==> src/rtl/parking_pkg.sv <==
// Shared types and sizing helpers for the parking-lot controller.
// Gate FSM state encoding and timer width derivation.
package parking_pkg;

    typedef enum logic [1:0] {
        G_IDLE,
        G_OPEN,
        G_CLOSE
    } gate_state_t;

    localparam int GATE_TIMEOUT_DEF = 8;
    localparam int TMR_W_DEF        = $clog2(GATE_TIMEOUT_DEF);

    // Timer must hold 0..timeout-1 and never collapse to zero width.
    function automatic int tmr_width(input int timeout);
        return (timeout > 2) ? $clog2(timeout) : 1;
    endfunction

endpackage

==> src/rtl/parking_gate_fsm.sv <==
// One barrier gate: idle/open/close sequencing with open timeout and an
// optional rate-limited deny pulse for requests refused while not allowed.
module parking_gate_fsm
    import parking_pkg::*;
#(
    parameter int GATE_TIMEOUT = GATE_TIMEOUT_DEF,
    parameter bit DENY_EN      = 1'b0
) (
    input  logic clk,
    input  logic rst,
    input  logic req,
    input  logic allowed,
    input  logic pass,
    output logic gate_open,
    output logic cnt_pulse,
    output logic timeout_pulse,
    output logic deny_pulse
);

    localparam int               TMR_W    = tmr_width(GATE_TIMEOUT);
    localparam logic [TMR_W-1:0] TMR_LAST = TMR_W'(GATE_TIMEOUT - 1);
    localparam logic [TMR_W-1:0] TMR_ONE  = TMR_W'(1);

    gate_state_t      r_state;
    logic [TMR_W-1:0] r_timer;
    logic             r_gate_open;
    logic             r_timeout;
    logic             r_deny;

    // In G_IDLE the timer doubles as the deny countdown; in G_OPEN it counts up.
    always_ff @(posedge clk or negedge rst) begin
        if (!rst) begin
            r_state     <= G_IDLE;
            r_timer     <= '0;
            r_gate_open <= 1'b0;
            r_timeout   <= 1'b0;
            r_deny      <= 1'b0;
        end else begin
            r_timeout <= 1'b0;
            r_deny    <= 1'b0;
            case (r_state)
                G_IDLE: begin
                    if (req && allowed) begin
                        r_state     <= G_OPEN;
                        r_gate_open <= 1'b1;
                        r_timer     <= '0;
                    end else if (DENY_EN && req) begin
                        if (r_timer == '0) begin
                            r_deny  <= 1'b1;
                            r_timer <= TMR_LAST;
                        end else begin
                            r_timer <= r_timer - TMR_ONE;
                        end
                    end else begin
                        r_timer <= '0;
                    end
                end
                G_OPEN: begin
                    if (pass) begin
                        r_state     <= G_CLOSE;
                        r_gate_open <= 1'b0;
                    end else if (r_timer == TMR_LAST) begin
                        r_state     <= G_CLOSE;
                        r_gate_open <= 1'b0;
                        r_timeout   <= 1'b1;
                    end else begin
                        r_timer <= r_timer + TMR_ONE;
                    end
                end
                G_CLOSE: begin
                    r_state <= G_IDLE;
                    r_timer <= '0;
                end
                default: begin
                    r_state     <= G_IDLE;
                    r_timer     <= '0;
                    r_gate_open <= 1'b0;
                end
            endcase
        end
    end

    assign gate_open     = r_gate_open;
    assign timeout_pulse = r_timeout;
    assign deny_pulse    = r_deny;
    // Count strobe lands on the same edge that closes the gate.
    assign cnt_pulse     = (r_state == G_OPEN) && pass;

endmodule

==> src/rtl/parking_ctrl_mlane.sv <==
// Parking-lot controller: independent entry/exit gates sharing one
// occupancy counter with full/almost_full/empty status decode.
module parking_ctrl_mlane
    import parking_pkg::*;
#(
    parameter int CAPACITY     = 16,
    parameter int CNT_W        = $clog2(CAPACITY + 1),
    parameter int GATE_TIMEOUT = GATE_TIMEOUT_DEF,
    parameter int AF_MARGIN    = 2
) (
    input  logic             clk,
    input  logic             rst,
    input  logic             entry_req,
    input  logic             entry_pass,
    input  logic             exit_req,
    input  logic             exit_pass,
    output logic             entry_gate_open,
    output logic             exit_gate_open,
    output logic [CNT_W-1:0] occupancy,
    output logic             full,
    output logic             almost_full,
    output logic             empty,
    output logic             entry_denied,
    output logic [1:0]       timeout_err
);

    localparam logic [CNT_W-1:0] CAP_V = CNT_W'(CAPACITY);
    localparam logic [CNT_W-1:0] AF_V  = CNT_W'(CAPACITY - AF_MARGIN);
    localparam logic [CNT_W-1:0] ONE_V = CNT_W'(1);

    logic [CNT_W-1:0] r_occ;
    logic             w_full;
    logic             w_empty;
    logic             w_inc;
    logic             w_dec;
    logic             w_entry_to;
    logic             w_exit_to;
    logic             w_entry_deny;
    logic             w_exit_deny_unused;

    parking_gate_fsm #(
        .GATE_TIMEOUT (GATE_TIMEOUT),
        .DENY_EN      (1'b1)
    ) u_entry_gate (
        .clk           (clk),
        .rst           (rst),
        .req           (entry_req),
        .allowed       (!w_full),
        .pass          (entry_pass),
        .gate_open     (entry_gate_open),
        .cnt_pulse     (w_inc),
        .timeout_pulse (w_entry_to),
        .deny_pulse    (w_entry_deny)
    );

    parking_gate_fsm #(
        .GATE_TIMEOUT (GATE_TIMEOUT),
        .DENY_EN      (1'b0)
    ) u_exit_gate (
        .clk           (clk),
        .rst           (rst),
        .req           (exit_req),
        .allowed       (!w_empty),
        .pass          (exit_pass),
        .gate_open     (exit_gate_open),
        .cnt_pulse     (w_dec),
        .timeout_pulse (w_exit_to),
        .deny_pulse    (w_exit_deny_unused)
    );

    // Simultaneous inc/dec cancel; bounds are held defensively.
    always_ff @(posedge clk or negedge rst) begin
        if (!rst) begin
            r_occ <= '0;
        end else if (w_inc && !w_dec && (r_occ != CAP_V)) begin
            r_occ <= r_occ + ONE_V;
        end else if (w_dec && !w_inc && (r_occ != '0)) begin
            r_occ <= r_occ - ONE_V;
        end
    end

    assign w_full       = (r_occ == CAP_V);
    assign w_empty      = (r_occ == '0);

    assign occupancy    = r_occ;
    assign full         = w_full;
    assign empty        = w_empty;
    assign almost_full  = (r_occ >= AF_V);
    assign entry_denied = w_entry_deny;
    assign timeout_err  = {w_exit_to, w_entry_to};

endmodule

==> config.mk <==
export PLATFORM = sky130hd
export DESIGN_NAME = parking_ctrl_mlane
export DESIGN_NICKNAME = d
export VERILOG_FILES = /design/src/rtl/parking_pkg.sv /design/src/rtl/parking_gate_fsm.sv /design/src/rtl/parking_ctrl_mlane.sv
export SDC_FILE = /design/constraint.sdc
export NUM_CORES = 1
export LEC_CHECK = 0
export ABC_CLOCK_PERIOD_IN_PS = 1930
export CAP_MARGIN = 10
export CORE_MARGIN = 8
export CORE_UTILIZATION = 47
export DETAILED_ROUTE_END_ITERATION = 16
export HOLD_SLACK_MARGIN = 0.02
export PLACE_DENSITY = 0.84
export SLEW_MARGIN = 20
export SYNTH_ARGS = -nofsm -noshare
export SYNTH_HDL_FRONTEND = slang
export SYNTH_HIERARCHICAL = 1
export SYNTH_SLANG_ARGS = --single-unit
==> constraint.sdc <==
create_clock -name clk -period 1.93 [get_ports clk]
set_input_delay 0.386 -clock clk [delete_from_list [all_inputs] [get_ports clk]]
set_output_delay 0.386 -clock clk [all_outputs]
set_load 0.01 [all_outputs]
Word level (Yosys, flattened, before mapping)
Index checks and enable logic that the tools add are counted.

Register bits after elaboration: 20.

Muxes and demuxes: 37. $lt $le $gt $ge: 1. Equal/unequal tests: 16. Add/subtract/negate cells: 5. Reduce and logical (&&, ||, !) cells: 24. Bitwise gates (word level): 2.

Operators with widths (count): $mux W3 (8); $mux W1 (16); $mux W2 (6); $mux W5 (2); $logic_and A1 B1 Y1 (8); $ne A2 B2 Y1 const B (4); $pmux W2 S2 (2); $reduce_and A2 Y1 (4); $add A3 B1 Y3 const B (2); $eq A3 B3 Y1 const B (2); $ne A3 B2 Y1 const B (2); $pmux W1 S3 (2); $pmux W3 S2 (1); $reduce_and A3 Y1 (2); $add A5 B1 Y5 const B (1); $eq A5 B5 Y1 const B (1); $ge A5 B4 Y1 const B (1); $logic_not A5 Y1 (1); $ne A5 B5 Y1 const B (1); $reduce_bool A5 Y1 (1); $sub A5 B1 Y5 const B (1); $eq A2 B1 Y1 const B (2); $eq A2 B2 Y1 const B (2); $logic_not A1 Y1 (4); other kinds (6) (9).

Longest topological paths before layout
Depth after elaboration: 7. Gate-level depth with buffers: 10.

Cells and area by module
The synthesis kept the hierarchy.

Modules (own cells, without submodules): parking_gate_fsm at u_entry_gate (area an instance 424.2 um^2, times used 1, cells each 39); parking_ctrl_mlane (area an instance 420.4 um^2, times used 1, cells each 39); parking_gate_fsm at u_exit_gate (area an instance 354.1 um^2, times used 1, cells each 34).

Worst setup path after synthesis
Ideal clock, no wire load.

Path type: input -> register. Start point: input exit_pass. End point: register r_occ[4], in the netlist occupancy[4]. Cell stages on the path: 9. Data required time: 1.792 ns. Data arrival time: 1.999 ns. Setup time: 0.138 ns. Setup slack: -0.207 ns. Cells stage by stage: buf_2 -> inv_1 -> nor2_1 -> and2b_2 -> nand2_1 -> fa_1 -> a21o_1 -> a21oi_1 -> mux4_2.

Longest elaborated chain between the ends: 5. Elaborated cells on any way between the ends: 8. Those cells by class: mux: 1; reduce/logical: 7.

Ends and longest elaborated chain: start, declared (line parking_ctrl_mlane.sv:16) `input logic exit_pass,`; $logic_and A1 B1 Y1 (*) (line parking_gate_fsm.sv:87) `assign cnt_pulse = (r_state == G_OPEN) && pass;`; net w_dec (line parking_ctrl_mlane.sv:35) `logic w_dec;`; $logic_not A1 Y1 (line parking_ctrl_mlane.sv:75) `end else if (w_inc && !w_dec && (r_occ != CAP_V)) begin`; $logic_and A1 B1 Y1 (2 in a row) (line parking_ctrl_mlane.sv:75); $mux W5 / $reduce_bool A2 Y1 (equally long branches); end signal, assigned (line parking_ctrl_mlane.sv:76) `r_occ <= r_occ + ONE_V;`; end signal, assigned (line parking_ctrl_mlane.sv:78) `r_occ <= r_occ - ONE_V;`; end, declared (line parking_ctrl_mlane.sv:31) `logic [CNT_W-1:0] r_occ;`.

The timed path passes the listed nets; every way through them passes the cells marked *. A chain may end at the register's enable or synchronous reset.

Worst setup path in the final report
Start point: register r_occ[3], in the netlist occupancy[3]. End point: register u_entry_gate.r_timer[2].

Longest elaborated chain between the ends: 5.

Ends and longest elaborated chain: $eq A5 B5 Y1 (line parking_ctrl_mlane.sv:82) `assign w_full = (r_occ == CAP_V);`; $logic_not A1 Y1 (line parking_ctrl_mlane.sv:48) `.allowed (!w_full),`; $logic_and A1 B1 Y1 (line parking_gate_fsm.sv:43) `if (req && allowed) begin`; $mux W3 (line parking_gate_fsm.sv:43); $pmux W3 S2 (line parking_gate_fsm.sv:41) `case (r_state)`; end signal, assigned (line parking_gate_fsm.sv:52) `r_timer <= r_timer - TMR_ONE;`; end signal, assigned (line parking_gate_fsm.sv:67) `r_timer <= r_timer + TMR_ONE;`; end, declared (line parking_gate_fsm.sv:25) `logic [TMR_W-1:0] r_timer;`.

No other way between the ends.

==> reports/qor.csv <==
metric,value,unit
status,"complete, but fails checks",
failing checks,negative setup slack,
grt ovf,0,
Hold Crit Class,in2async,
share of layout cells above drive strength 1,39.2,%
Final ANT Viol Nets,0,
Root Driver,clkbuf_4,
fin crit share,109,%
RR Startpoint,occupancy[3],
placement row count,18,
"Cell Chain, Critical Path","nor4_4, nand2_2, buf_6, or4b_4, a211o_1, a211oi_2",
Top delay family on crit path,simple AND/OR/NAND/NOR gates,
Hold WS,0.410,ns
setup_tns,-0.518,ns
total power,2.54,mW
Fin. Hold Viols,0,
Synth warnings,6,
RSZ-0062 raised after global routing,yes,
measured slew at the worst slew-check pin,0.467,ns
min setup slack post-route,-0.170,ns
Worst VDD drop,0.836,mV
Pleak,0.792,nW
nets,175,
"Slew Viols, Final",0,
Starting Density,48.8,%
area growth from synthesis to layout,43.3,%
MaxCap Viol Count,0,
H-tree Lvls,1,
initial antenna violation count,0,
syn_nets,126,
port bufs,18,
DR vias/cell,5.64,
data arrival time of the worst path,2.34,ns
Clock Sinks,20,
later-pin clock latency in the skew report,0.31,ns
Worst Path Max Fanout,4,
reg-to-reg setup timing slack,-0.17,ns
GPL Wtd Cong,0.852,
"CTS clk-pin slew, worst paths",0.12,ns
hold_buf cts,0,
Worst setup SP type,flip-flop,
CTS tree,yes,
HPWL Detailed,2.33,mm
Placeable Area,0.00243,mm²
Die Height,66.3,µm
Worst Path Buf+Inv,1,
Critical-path top delay cell,or4b_4,
first-pass GRT wire length,5.33,mm
RR Endpoint,u_entry_gate/r_timer[2],
I/O pins,19,
CP required,2.17,ns
ANT cells,0,
crit-path max cell delay,0.54,ns
Vias,1061,
via count of the first global-routing pass,1171,
DR iter-0 viols,47,
critical path class,reg2reg,
Crit. path cell count,6,
full die area,0.00439,mm²
Power Dens Cells,1490,mW/mm²
GRT Overall Usage,15.5,%
Clock Path Buffers,2,
drt total wl,3.13,mm
Syn Inst Count,110,
TritonRoute pass-1 iters,4,
fin util,70.0,%
f_max,0.476,GHz
Register-to-Register Path Depth,6,
Mean Syn Cell Area,10.8,µm²
total CTS buffers,3,
Worst slew margin,68.5,%
Chip Width,66.3,µm
CP startpoint,occupancy[3],
Remaining DRCs,0,
Critical Path Sink,u_entry_gate/r_timer[2],
Setup-failing EPs final,7,
Final Critical Period,2.10,ns
Post-Synthesis Cell Area,0.00119,mm²
pin count of the biggest net entering global routing,21,
Clock Skews,0.00459,ns
CP endpoint kind,flip-flop,
routed wire length per instance,16.6,µm
[how the worst min path moves through the flow]
stage / from / end / slack [ns] / depth (start not counted)
6_report: rst / u_entry_gate/deny_pulse / 0.41 / 2
2_1_floorplan: rst / occupancy[0] / 0.09 / 0
5_1_grt: rst / occupancy[2] / 0.43 / 2
3_5_place_dp: u_exit_gate/r_state[1] / u_exit_gate/r_state[0] / 0.52 / 2
4_1_cts: rst / u_entry_gate/deny_pulse / 0.42 / 2
3_3_place_gp: u_exit_gate/gate_open / u_exit_gate/gate_open / 0.51 / 2
[layout by cell type, fill, tap and decap left out, types with 3 or more instances in the layout]
master           instances
buf_4                   28
dfrtp_1                 18
clkdlybuf4s50_1         13
ha_1                     8
a21oi_1                  6
nor2_1                   6
inv_1                    5
nand2_1                  5
o21ai_0                  4
inv_2                    3
clkbuf_4                 3
dlygate4sd2_1            3
or3b_1                   3
[per-stage QoR]
stage                     cells  area [µm²]  setup WS, ns
after floorplan             110        1230       -0.0985
after global placement      180        1610        -0.448
after detailed placement    180        1610        -0.519
after CTS                   186        1670        -0.121
after global routing        188        1700        -0.256
final                       188        1700        -0.170
[repair_timing]
item	CTS	global route
setup buffers	2	2
endpoints found under the setup margin	9	8
pin swaps	4	6
gates resized for setup	17	4
[cell type report]
type,count,area [µm²]
flip-flops and latches,20,503
inverters,8,30.0
repair buffers,47,394
clock buffers,4,36.3
fillers,174,731
well taps,30,37.5
multi-input cells,79,701
[power by group]
part	switching, mW	internal, mW	leakage (nW)
registers	0.129	0.562	0.252
clock network	0.136	0.115	0.0210
logic	0.723	0.876	0.519
total	0.988	1.55	0.792
[sequential cells by signal (all words and copies together), names as in the netlist]
name,cells
u_entry_gate/r_state,2
u_entry_gate/gate_open,1
u_exit_gate/gate_open,1
u_entry_gate/deny_pulse,1
u_exit_gate/timeout_pulse,1
u_entry_gate/timeout_pulse,1
u_exit_gate/r_state,2
u_entry_gate/r_timer,3
occupancy,5
u_exit_gate/r_timer,3
[per-layer routing]
layer	share of wire, %	track usage [%]	up-vias
li1	-	-	499
met1	38	15.8	512
met2	52	28.7	40
met3	6.3	3.56	10
met4	2.8	7.47	0
met5	0	0	-
(Power assumes the default switching activity.)
